`src/rtl/wb_commit_stage.sv`:
```
// -----------------------------------------------------------------------------
// wb_commit_stage
//
// Write-back stage that sits between memory access and the register file.
// Completed instructions arrive on a valid/ready handshake, are formatted at
// push time (ALU result, or the aligned and sign/zero-extended load data), are
// buffered in a small FIFO and then committed to the register file write port
// at most one per cycle. Committed entries are counted in retireCount.
//
// An empty buffer with no hold passes the incoming entry straight through, so
// it reaches the write port after a single edge.
//
// Optional feature (macro WB_BYPASS_EN):
//   Adds readAddrF/readAddrS inputs and bypassHitF/bypassHitS/bypassData
//   outputs. These let decode forward the write that is on the port this cycle.
//
// Ports:
//   clk           system clock, rising edge
//   resetIn       synchronous active-high reset
//   memValid      upstream entry valid
//   memReady      buffer has room (from registered occupancy only)
//   memRdAddr     destination register
//   memRegWrite   instruction writes rd
//   memResultSel  0 = ALU result, 1 = load data
//   memAluResult  ALU result
//   memLoadData   raw aligned word from data memory
//   memLoadType   load funct3 (LB/LH/LW/LBU/LHU)
//   memAddrLow    byte offset of the load address
//   holdIn        freeze commit (pushes still accepted)
//   resetOut      registered copy of resetIn
//   writeEnable   register file write strobe
//   writeAddr     register file write address
//   writeDate     register file write data
//   misalignErr   one-cycle pulse for a committed misaligned/illegal load
//   retireCount   committed entry counter (wraps)
// -----------------------------------------------------------------------------
module wb_commit_stage #(
   parameter int DEPTH = 2,
   parameter int XLEN  = 32
) (
   input  logic            clk,
   input  logic            resetIn,
`ifdef WB_BYPASS_EN
   input  logic [4:0]      readAddrF,
   input  logic [4:0]      readAddrS,
   output logic            bypassHitF,
   output logic            bypassHitS,
   output logic [XLEN-1:0] bypassData,
`endif
   input  logic            memValid,
   output logic            memReady,
   input  logic [4:0]      memRdAddr,
   input  logic            memRegWrite,
   input  logic            memResultSel,
   input  logic [XLEN-1:0] memAluResult,
   input  logic [XLEN-1:0] memLoadData,
   input  logic [2:0]      memLoadType,
   input  logic [1:0]      memAddrLow,
   input  logic            holdIn,
   output logic            resetOut,
   output logic            writeEnable,
   output logic [4:0]      writeAddr,
   output logic [XLEN-1:0] writeDate,
   output logic            misalignErr,
   output logic [31:0]     retireCount
);

   localparam int CNT_W = $clog2(DEPTH + 1);
   localparam int PTR_W = (DEPTH > 1) ? $clog2(DEPTH) : 1;

   typedef struct packed {
      logic [4:0]      rd;
      logic            reg_write;
      logic            err;
      logic [XLEN-1:0] data;
   } entry_t;

   entry_t            entry_mem [DEPTH];
   logic [CNT_W-1:0]  count_reg;
   logic [CNT_W-1:0]  count_next;
   logic [PTR_W-1:0]  head_reg;
   logic [PTR_W-1:0]  tail_reg;

   logic              write_en_reg;
   logic [4:0]        write_addr_reg;
   logic [XLEN-1:0]   write_data_reg;
   logic              misalign_err_reg;
   logic [31:0]       retire_count_reg;
   logic              reset_out_reg;

   logic [7:0]        load_byte;
   logic [15:0]       load_half;
   logic [XLEN-1:0]   fmt_data;
   logic              fmt_err;
   entry_t            in_entry;
   entry_t            pop_entry;

   logic              push;
   logic              pop;
   logic              pass_through;
   logic              store;
   logic              read_head;

   function automatic logic [PTR_W-1:0] next_ptr(input logic [PTR_W-1:0] ptr);
      return (ptr == PTR_W'(DEPTH - 1)) ? '0 : ptr + 1'b1;
   endfunction

   // ---------------------------------------------------------------------------
   // Push-time formatting
   // ---------------------------------------------------------------------------
   always_comb begin
      load_byte = memLoadData[7:0];
      case (memAddrLow)
         2'd0:    load_byte = memLoadData[7:0];
         2'd1:    load_byte = memLoadData[15:8];
         2'd2:    load_byte = memLoadData[23:16];
         default: load_byte = memLoadData[31:24];
      endcase
   end

   assign load_half = memAddrLow[1] ? memLoadData[31:16] : memLoadData[15:0];

   always_comb begin
      fmt_data = memAluResult;
      fmt_err  = 1'b0;
      if (memResultSel) begin
         // Illegal encodings keep the raw word; the entry is flagged anyway.
         fmt_data = memLoadData;
         case (memLoadType)
            3'b000: fmt_data = {{(XLEN-8){load_byte[7]}}, load_byte};
            3'b100: fmt_data = {{(XLEN-8){1'b0}}, load_byte};
            3'b001: begin
               fmt_data = {{(XLEN-16){load_half[15]}}, load_half};
               fmt_err  = memAddrLow[0];
            end
            3'b101: begin
               fmt_data = {{(XLEN-16){1'b0}}, load_half};
               fmt_err  = memAddrLow[0];
            end
            3'b010:  fmt_err = (memAddrLow != 2'b00);
            default: fmt_err = 1'b1;
         endcase
      end
   end

   always_comb begin
      in_entry           = '0;
      in_entry.rd        = memRdAddr;
      in_entry.reg_write = memRegWrite;
      in_entry.err       = fmt_err;
      in_entry.data      = fmt_data;
   end

   // ---------------------------------------------------------------------------
   // Handshake and buffer control
   // ---------------------------------------------------------------------------
   assign memReady     = (count_reg < CNT_W'(DEPTH));
   assign push         = memValid && memReady;
   assign pop          = !holdIn && ((count_reg != '0) || push);
   // With an empty buffer the popped entry is the incoming one; it never
   // touches storage.
   assign pass_through = pop && (count_reg == '0);
   assign store        = push && !pass_through;
   assign read_head    = pop && (count_reg != '0);
   assign pop_entry    = (count_reg != '0) ? entry_mem[head_reg] : in_entry;

   always_comb begin
      count_next = count_reg;
      if (store && !read_head) begin
         count_next = count_reg + 1'b1;
      end else if (read_head && !store) begin
         count_next = count_reg - 1'b1;
      end
   end

   always_ff @(posedge clk) begin
      if (resetIn) begin
         count_reg        <= '0;
         head_reg         <= '0;
         tail_reg         <= '0;
         write_en_reg     <= 1'b0;
         write_addr_reg   <= '0;
         write_data_reg   <= '0;
         misalign_err_reg <= 1'b0;
         retire_count_reg <= '0;
      end else begin
         if (store) begin
            entry_mem[tail_reg] <= in_entry;
            tail_reg            <= next_ptr(tail_reg);
         end
         if (read_head) begin
            head_reg <= next_ptr(head_reg);
         end
         count_reg <= count_next;

         if (pop) begin
            write_addr_reg   <= pop_entry.rd;
            write_data_reg   <= pop_entry.data;
            write_en_reg     <= pop_entry.reg_write && (pop_entry.rd != 5'd0) && !pop_entry.err;
            misalign_err_reg <= pop_entry.err && pop_entry.reg_write;
            retire_count_reg <= retire_count_reg + 32'd1;
         end else begin
            write_en_reg     <= 1'b0;
            misalign_err_reg <= 1'b0;
         end
      end
   end

   always_ff @(posedge clk) begin
      reset_out_reg <= resetIn;
   end

   assign resetOut    = reset_out_reg;
   assign writeEnable = write_en_reg;
   assign writeAddr   = write_addr_reg;
   assign writeDate   = write_data_reg;
   assign misalignErr = misalign_err_reg;
   assign retireCount = retire_count_reg;

`ifdef WB_BYPASS_EN
   // Forward the write on the port this cycle; the register file read does
   // not see it until the next cycle.
   assign bypassHitF = write_en_reg && (write_addr_reg == readAddrF);
   assign bypassHitS = write_en_reg && (write_addr_reg == readAddrS);
   assign bypassData = write_data_reg;
`endif

endmodule

```
`config.mk`:
```
export PLATFORM = sky130hd
export DESIGN_NAME = wb_commit_stage
export DESIGN_NICKNAME = d
export VERILOG_FILES = /design/src/rtl/wb_commit_stage.sv
export SDC_FILE = /design/constraint.sdc
export NUM_CORES = 1
export LEC_CHECK = 0
export BUFFER_PORTS_ARGS = -buffer_cell sky130_fd_sc_hd__buf_4
export CORE_UTILIZATION = 61
export CTS_BUF_LIST = sky130_fd_sc_hd__clkbuf_4
export DETAILED_ROUTE_END_ITERATION = 8
export GPL_TIMING_DRIVEN = 1
export MAX_ROUTING_LAYER = met4
export PLACE_DENSITY = 0.88
export SLEW_MARGIN = 30
export SYNTH_ARGS = -nofsm -noshare
export SYNTH_HDL_FRONTEND = slang
export SYNTH_SLANG_ARGS = --single-unit
```
`constraint.sdc`:
```
create_clock -name clk -period 10.1 [get_ports clk]
set_input_delay 0.505 -clock clk [delete_from_list [all_inputs] [get_ports clk]]
set_output_delay 0.505 -clock clk [all_outputs]
set_load 0.01 [all_outputs]
```
==> summary.md, run 1 <==
| Metric | Value |
|---|---|
| Status | `finished with violations` |
| Skew-Pair Late Insertion Delay | `0.57 ns` |
| Main combinational cell family by area after synthesis | `compound AO/OA/AOI/OAI gates` |
| Port Buffers | `152` |
| Most frequent cell after synthesis | `edfxtp_1` |
| Initial antenna violation count | `1` |
| Root Buffer | `clkbuf_4` |
| Slew @ Worst Pin | `0.905 ns` |
| Critical path required time | `10.58 ns` |
| H-tree lvl count | `4` |
| Clk slew on worst S/H paths | `0.13 ns` |
| Critical path class | `reg2reg` |
| First-pass detailed-route iteration total | `8` |
| Pwr Density | `144 nW/um^2` |
| Hold WS | `0.121 ns` |
| VDD IR-drop max | `0.000101 V` |
| Clock sink count | `155` |
| Max Buffers Root-to-Sink | `2` |
| Number of primary I/O pins | `153` |
| Register area share after synthesis | `0.527` |
| Avg Cell Area, Syn | `10.4 um^2` |
| Rows | `39` |
| Total setup buffers inserted after CTS | `0` |
| Element type at the critical path end | `flop` |
| Yosys warnings | `0` |
| Vias/cell | `6.32` |
| GPL Wtd Cong | `0.909` |
| Final hold violation count | `0` |
| Dominant cells by area after synthesis | `edfxtp_1, dfxtp_1, mux2_2` |
| Top reg by flops | `entry_mem` |
| EDFF count, synth | `78` |
| Max FFs per register | `78` |
| Crit-path max FO | `19` |
| Setup TNS Final | `0 ns` |
| Xor-xnor portion of the synthesized cell area | `0.0131` |
| Aggregate routed wire length | `19100 um` |
| Gr usage total | `0.319` |
| Hold buffer count at cts | `0` |
| Largest net degree at the start of global routing | `87` |
| Post-synth ARST share | `0` |
| Final layout net count | `910` |
| Worst hold path type | `in2reg` |
| DRC Markers | `11` |
| Synth Net Count | `792` |
| Type of origin of the critical path | `flop` |
| Vias | `6232` |
| Iter 0 DRT Violations | `772` |
| Die H | `112 um` |
| Antenna Nets Post-Route | `0` |
| Post-synth top cells | `edfxtp_1, dfxtp_1, nor2_1, a21oi_1, nand2_1` |
| Peak Freq | `0.420 GHz` |
| Post-synthesis adder-cell area fraction | `0.00170` |
| Overall die area | `12500 um^2` |
| Final number of setup-violating endpoints | `0` |
| Final worst-path cycle share | `0.236` |
| Global route overflow | `0` |
| Max-Slew Margin vs Limit | `0.397` |
| #FFs+latches synth | `155` |
| Core ar. | `11600 um^2` |
| Layout area overhead | `19.3%` |
| RSZ-0062 raised after global routing | `false` |
| Die width | `112 um` |
| First-pass GRT wire length | `29700 um` |
| Slew Viols, Final | `0` |
| Synth cell types | `55` |
| Simple-Gate Fraction of Synth Area | `0.146` |
| Dpl ws | `7.33 ns` |
| Cells after Synth | `711` |
| Initial Utilization | `0.634` |
| TritonCTS Buffers | `17` |
| Compound-Gate Fraction of Synth Area | `0.180` |
| Detail Placement HPWL | `12900 um` |
| Final worst slack | `7.72 ns` |
| Fill cell count | `799` |
| Number of global-route vias before repair | `5733` |
| Failing checks | `design-rule violations` |
| Post-synth top area share | `0.318` |
| Mux cell area share after synthesis | `0.0912` |
| Top_reg_cell synth | `edfxtp_1` |
| Max-Cap Viols | `0` |
| Share of cells above drive strength 1 | `0.292` |
| Routed WL per cell | `19.3 um` |
| Fin crit period | `2.38 ns` |
| Crit path DAT | `2.87 ns` |
| Dominant cell type by area after synthesis | `edfxtp_1` |
| Static Leak | `3.25 nW` |
| Post-Syn Area | `7370 um^2` |
| # resized after CTS | `0` |
| Layout Skew | `0.0205 ns` |
| TritonCTS clock tree | `built` |
-- metrics by stage --
| step | area, um^2 | std cells | utilization | power, mW |
|---|---|---|---|---|
| floorplan | 7370 | 711 | - | 0.828 |
| global placement | 8510 | 953 | 0.732 | 0.904 |
| CTS | 8780 | 985 | 0.756 | 1.27 |
| finish | 8790 | 986 | 0.757 | 1.27 |
| detailed placement | 8510 | 953 | 0.733 | 0.911 |
| global route | 8790 | 986 | 0.757 | 1.31 |
-- final timing paths --
check	startpoint	end	slack [ns]	cells after the start
worst max register to register	count_reg[0]$_SDFFE_PP0P_	retireCount[31]$_SDFFE_PP0N_	7.72	5
worst max-delay path	count_reg[0]$_SDFFE_PP0P_	retireCount[31]$_SDFFE_PP0N_	7.72	5
worst min-delay path	memRegWrite	entry_mem[0][33]$_DFFE_PP_	0.12	1
worst min register to register	writeAddr[3]$_SDFFE_PP0N_	writeAddr[3]$_SDFFE_PP0N_	0.47	2
-- layout make-up --
class	count	area, um^2	share of cell area
clock buffers	20	150	0.0171
well taps	143	179	0.0204
multi-input cells	479	3190	0.363
clock inverters	12	125	0.0142
flip-flops and latches	155	3890	0.442
diodes	1	2.50	0.000285
repair buffers	157	1180	0.134
inverters	19	71.3	0.00812
-- worst max-delay path: stages, from the launching register on --
cell	delay [ns]
dfxtp_1	0.58
nor3_1	0.14
buf_4	0.21
or3_1	0.61
or4_1	0.57
a21oi_1	0.19
-- power by group --
group | internal (mW) | switching [mW]
registers | 0.691 | 0.0197
clock network | 0.153 | 0.213
logic | 0.0851 | 0.105
total | 0.930 | 0.338
-- layout by cell type (no fill, tap or decap), types with 4 or more instances in the layout --
cell type,synthesis,final
dfxtp_1,77,76
o221a_2,7,7
nor3b_1,8,7
xnor2_1,10,10
clkbuf_4,0,20
a211oi_1,18,18
or4_1,10,10
a21oi_1,52,52
o21ai_0,23,23
mux2_2,39,39
nor3_1,22,21
o21a_1,7,7
nand3_1,12,12
nor2b_1,17,17
nand4_1,4,4
nand2_1,50,50
a22oi_1,23,23
inv_1,19,19
edfxtp_1,78,78
o32ai_1,9,9
o31ai_1,8,8
mux2i_1,21,21
or3_1,7,7
buf_4,0,157
o2bb2ai_1,22,22
clkinv_2,0,5
nor2_1,66,65
nor4_1,5,5
-- layer usage --
metal	up-vias	share of wire	track usage
met2	351	0.48	0.501
met3	47	0.092	0.0648
met1	2935	0.40	0.401
li1	2899	-	-
met4	0	0.031	0.141
met5	-	0	-
-- kinds of logic (layout without fill, tap and decap cells) --
| group | after synthesis | after routing |
|---|---|---|
| AO/OA/AOI/OAI | 189 | 189 |
| XOR/XNOR | 11 | 11 |
| adder cells (fa/ha/maj) | 1 | 1 |
| buffers and inverters | 77 | 208 |
| flip-flops | 155 | 155 |
| multiplexers | 61 | 61 |
| other | 0 | 1 |
| AND/OR/NAND/NOR | 217 | 217 |
No activity file was read; power rests on OpenSTA's default activity.
==> inputs of run 2 (changes only) <==
- ABC_AREA: unset -> 1
- CORE_UTILIZATION: 61 -> 52
- PLACE_DENSITY: 0.88 -> 0.79
- clock period: 10.1 -> 2.1 ns (I/O delays scaled with it)
==> summary.md, run 2 <==
| Metric | Value |
|---|---|
| Status | `completed` |
| Aggregate routed wire length | `21800 um` |
| Gr usage total | `0.299` |
| Internal power | `4.51 mW` |
| Top reg by flops | `entry_mem` |
| Final Util | `0.676` |
| Final hold violation count | `0` |
| Clk slew on worst S/H paths | `0.12 ns` |
| Final layout net count | `1269` |
| First-pass detailed-route iteration total | `7` |
| Fin crit period | `1.88 ns` |
| Most frequent cell after synthesis | `nand2_1` |
| Initial antenna violation count | `0` |
| Clk pwr share | `0.271` |
| Max Buffers Root-to-Sink | `2` |
| Commonest non-fill, non-tap cell in the layout | `nand2_1` |
| Post-synth top cells | `nand2_1, nor2_1, inv_1, a21oi_1, edfxtp_1` |
| First-pass GRT wire length | `33600 um` |
| EDFF count, synth | `78` |
| Final worst-path cycle share | `0.894` |
| Layout area overhead | `27.4%` |
| Dominant cell type by area after synthesis | `edfxtp_1` |
| Slew @ Worst Pin | `0.590 ns` |
| Crit path DAT | `2.12 ns` |
| Setup TNS Final | `0 ns` |
| Port Buffers | `152` |
| Hold Crit Start | `memLoadData[28]` |
| RR Startpoint | `count_reg[1]$_SDFFE_PP0P_` |
| TritonCTS Buffers | `17` |
| RSZ-0062 raised after global routing | `false` |
| Worst hold path type | `in2reg` |
| Synth cell types | `36` |
| Vias | `7523` |
| Initial Utilization | `0.531` |
| Sw Share | `0.292` |
| Total chip power | `6.37 mW` |
| Pwr Density | `648 nW/um^2` |
| Antenna Nets Post-Route | `0` |
| Max FFs per register | `78` |
| # resized after CTS | `0` |
| Iter 0 DRT Violations | `756` |
| Sequential power share | `0.536` |
| Number of global-route vias before repair | `6946` |
| Yosys warnings | `0` |
| Avg Cell Area, Syn | `7.76 um^2` |
| Detail Placement HPWL | `14300 um` |
| Slew Viols, Final | `0` |
| Core ar. | `14500 um^2` |
| Global route overflow | `0` |
| Post-synth ARST share | `0` |
| Element type at the critical path end | `flop` |
| Net Switching | `1.86 mW` |
| Vias/cell | `5.42` |
| Number of primary I/O pins | `153` |
| Rows | `44` |
| Commonest non-fill, non-tap cells in the layout | `nand2_1, buf_4, nor2_1` |
| Hold WS | `0.0277 ns` |
| Crit path from | `count_reg[1]$_SDFFE_PP0P_` |
| Critical path class | `reg2reg` |
| VDD IR-drop max | `0.000347 V` |
| Largest net degree at the start of global routing | `48` |
| TritonCTS clock tree | `built` |
| Cells after Synth | `995` |
| Share of cells above drive strength 1 | `0.206` |
| H-tree lvl count | `4` |
| Critical path required time | `2.34 ns` |
| Die width | `124 um` |
| Die H | `124 um` |
| Peak Freq | `0.533 GHz` |
| R2R setup slack | `0.22 ns` |
| DRC Markers | `0` |
| Root Buffer | `clkbuf_4` |
| GPL Wtd Cong | `0.931` |
| Routed WL per cell | `15.7 um` |
| Register area share after synthesis | `0.503` |
| Layout Skew | `0.0170 ns` |
| #FFs+latches synth | `155` |
| Top_reg_cell synth | `edfxtp_1` |
| Synth Net Count | `1076` |
| Final number of setup-violating endpoints | `0` |
| Max-Cap Viols | `0` |
| Post-synth top area share | `0.304` |
| Clock sink count | `155` |
| Dominant cells by area after synthesis | `edfxtp_1, dfxtp_1, nand2_1` |
| Type of origin of the critical path | `flop` |
| Max-Slew Margin vs Limit | `0.607` |
| Skew-Pair Late Insertion Delay | `0.55 ns` |
| Crit-path max FO | `39` |
| Post-Syn Area | `7720 um^2` |
| Combinational Power Share | `0.193` |
| Static Leak | `4.14 nW` |
| Overall die area | `15300 um^2` |
run 2: changes by cell type after synthesis, sizes merged, moves of 21 or more:
| cell | change |
|---|---|
| nand2 | +201 |
| inv | +88 |
| nor2 | +75 |
| nand3 | +53 |
| a21oi | +47 |
| mux2 | -39 |
| o31ai | +25 |
| a22oi | -23 |
| o2bb2ai | -22 |
| mux2i | -21 |
run 2: worst paths after layout:
kind,to,cells after the start
max,entry_mem[0][8]$_DFFE_PP_,6
min,entry_mem[0][28]$_DFFE_PP_,5
max reg2reg,entry_mem[0][8]$_DFFE_PP_,6
min reg2reg,flop,1
run 2: area by class of cell:
| class | instances | area, um^2 |
|---|---|---|
| Antenna cell | 2 | 5.00 |
| Clock buffer | 22 | 165 |
| Clock inverter | 10 | 92.6 |
| Fill cell | 1211 | 4700 |
| Inverter | 107 | 402 |
| Multi-Input combinational cell | 686 | 3240 |
| Sequential cell | 155 | 3880 |
| Tap cell | 184 | 230 |
| Timing Repair Buffer | 221 | 1820 |
run 2: repair_timing:
action,4_1_cts,5_1_grt
buffers inserted,0,0
endpoints found under the hold margin,115,0
endpoints found under the setup margin,0,0
hold buffers,53,0
run 2: through the flow:
step           area (um^2)  setup slack [ns]  std cells
4_1_cts               9830             0.230       1385
2_1_floorplan         7740            0.0404        995
5_1_grt               9830             0.134       1385
3_5_place_dp          9040             0.258       1300
6_report              9830             0.222       1387
3_3_place_gp          9040             0.310       1300
run 2: power by group through the flow:
stage | registers [mW] | logic (mW) | clock network, mW
final | 3.41 | 1.23 | 1.73
after global placement | 3.48 | 1.09 | 0
after floorplan | 3.50 | 0.624 | 0
after CTS | 3.41 | 1.21 | 1.74
after detailed placement | 3.48 | 1.11 | 0
after global routing | 3.43 | 1.35 | 1.87
run 2: critical path, cell delays in order, from the launching register on:
cell     delay [ns]
dfxtp_1        0.36
inv_2          0.07
nand2_4        0.16
o21ai_0        0.22
or2_2          0.38
nor2_4         0.12
buf_12         0.25
run 2: logic make-up after synthesis:
logic type	after synthesis	synth area share
compound gates	180	0.132
xor+xnor	4	0.00454
fa+ha+maj	1	0.00162
buf+inv	154	0.0801
flops	155	0.503
simple gates	501	0.279
run 2: routing by layer:
| layer | GRT usage | part of all wire | vias to the layer above | wire (um) |
|---|---|---|---|---|
| li1 | - | - | 3664 | - |
| met3 | 0.0499 | 0.077 | 71 | 1690 |
| met2 | 0.491 | 0.48 | 344 | 10400 |
| met4 | 0.132 | 0.031 | 0 | 665 |
| met5 | - | 0 | - | 0 |
| met1 | 0.362 | 0.41 | 3444 | 8980 |
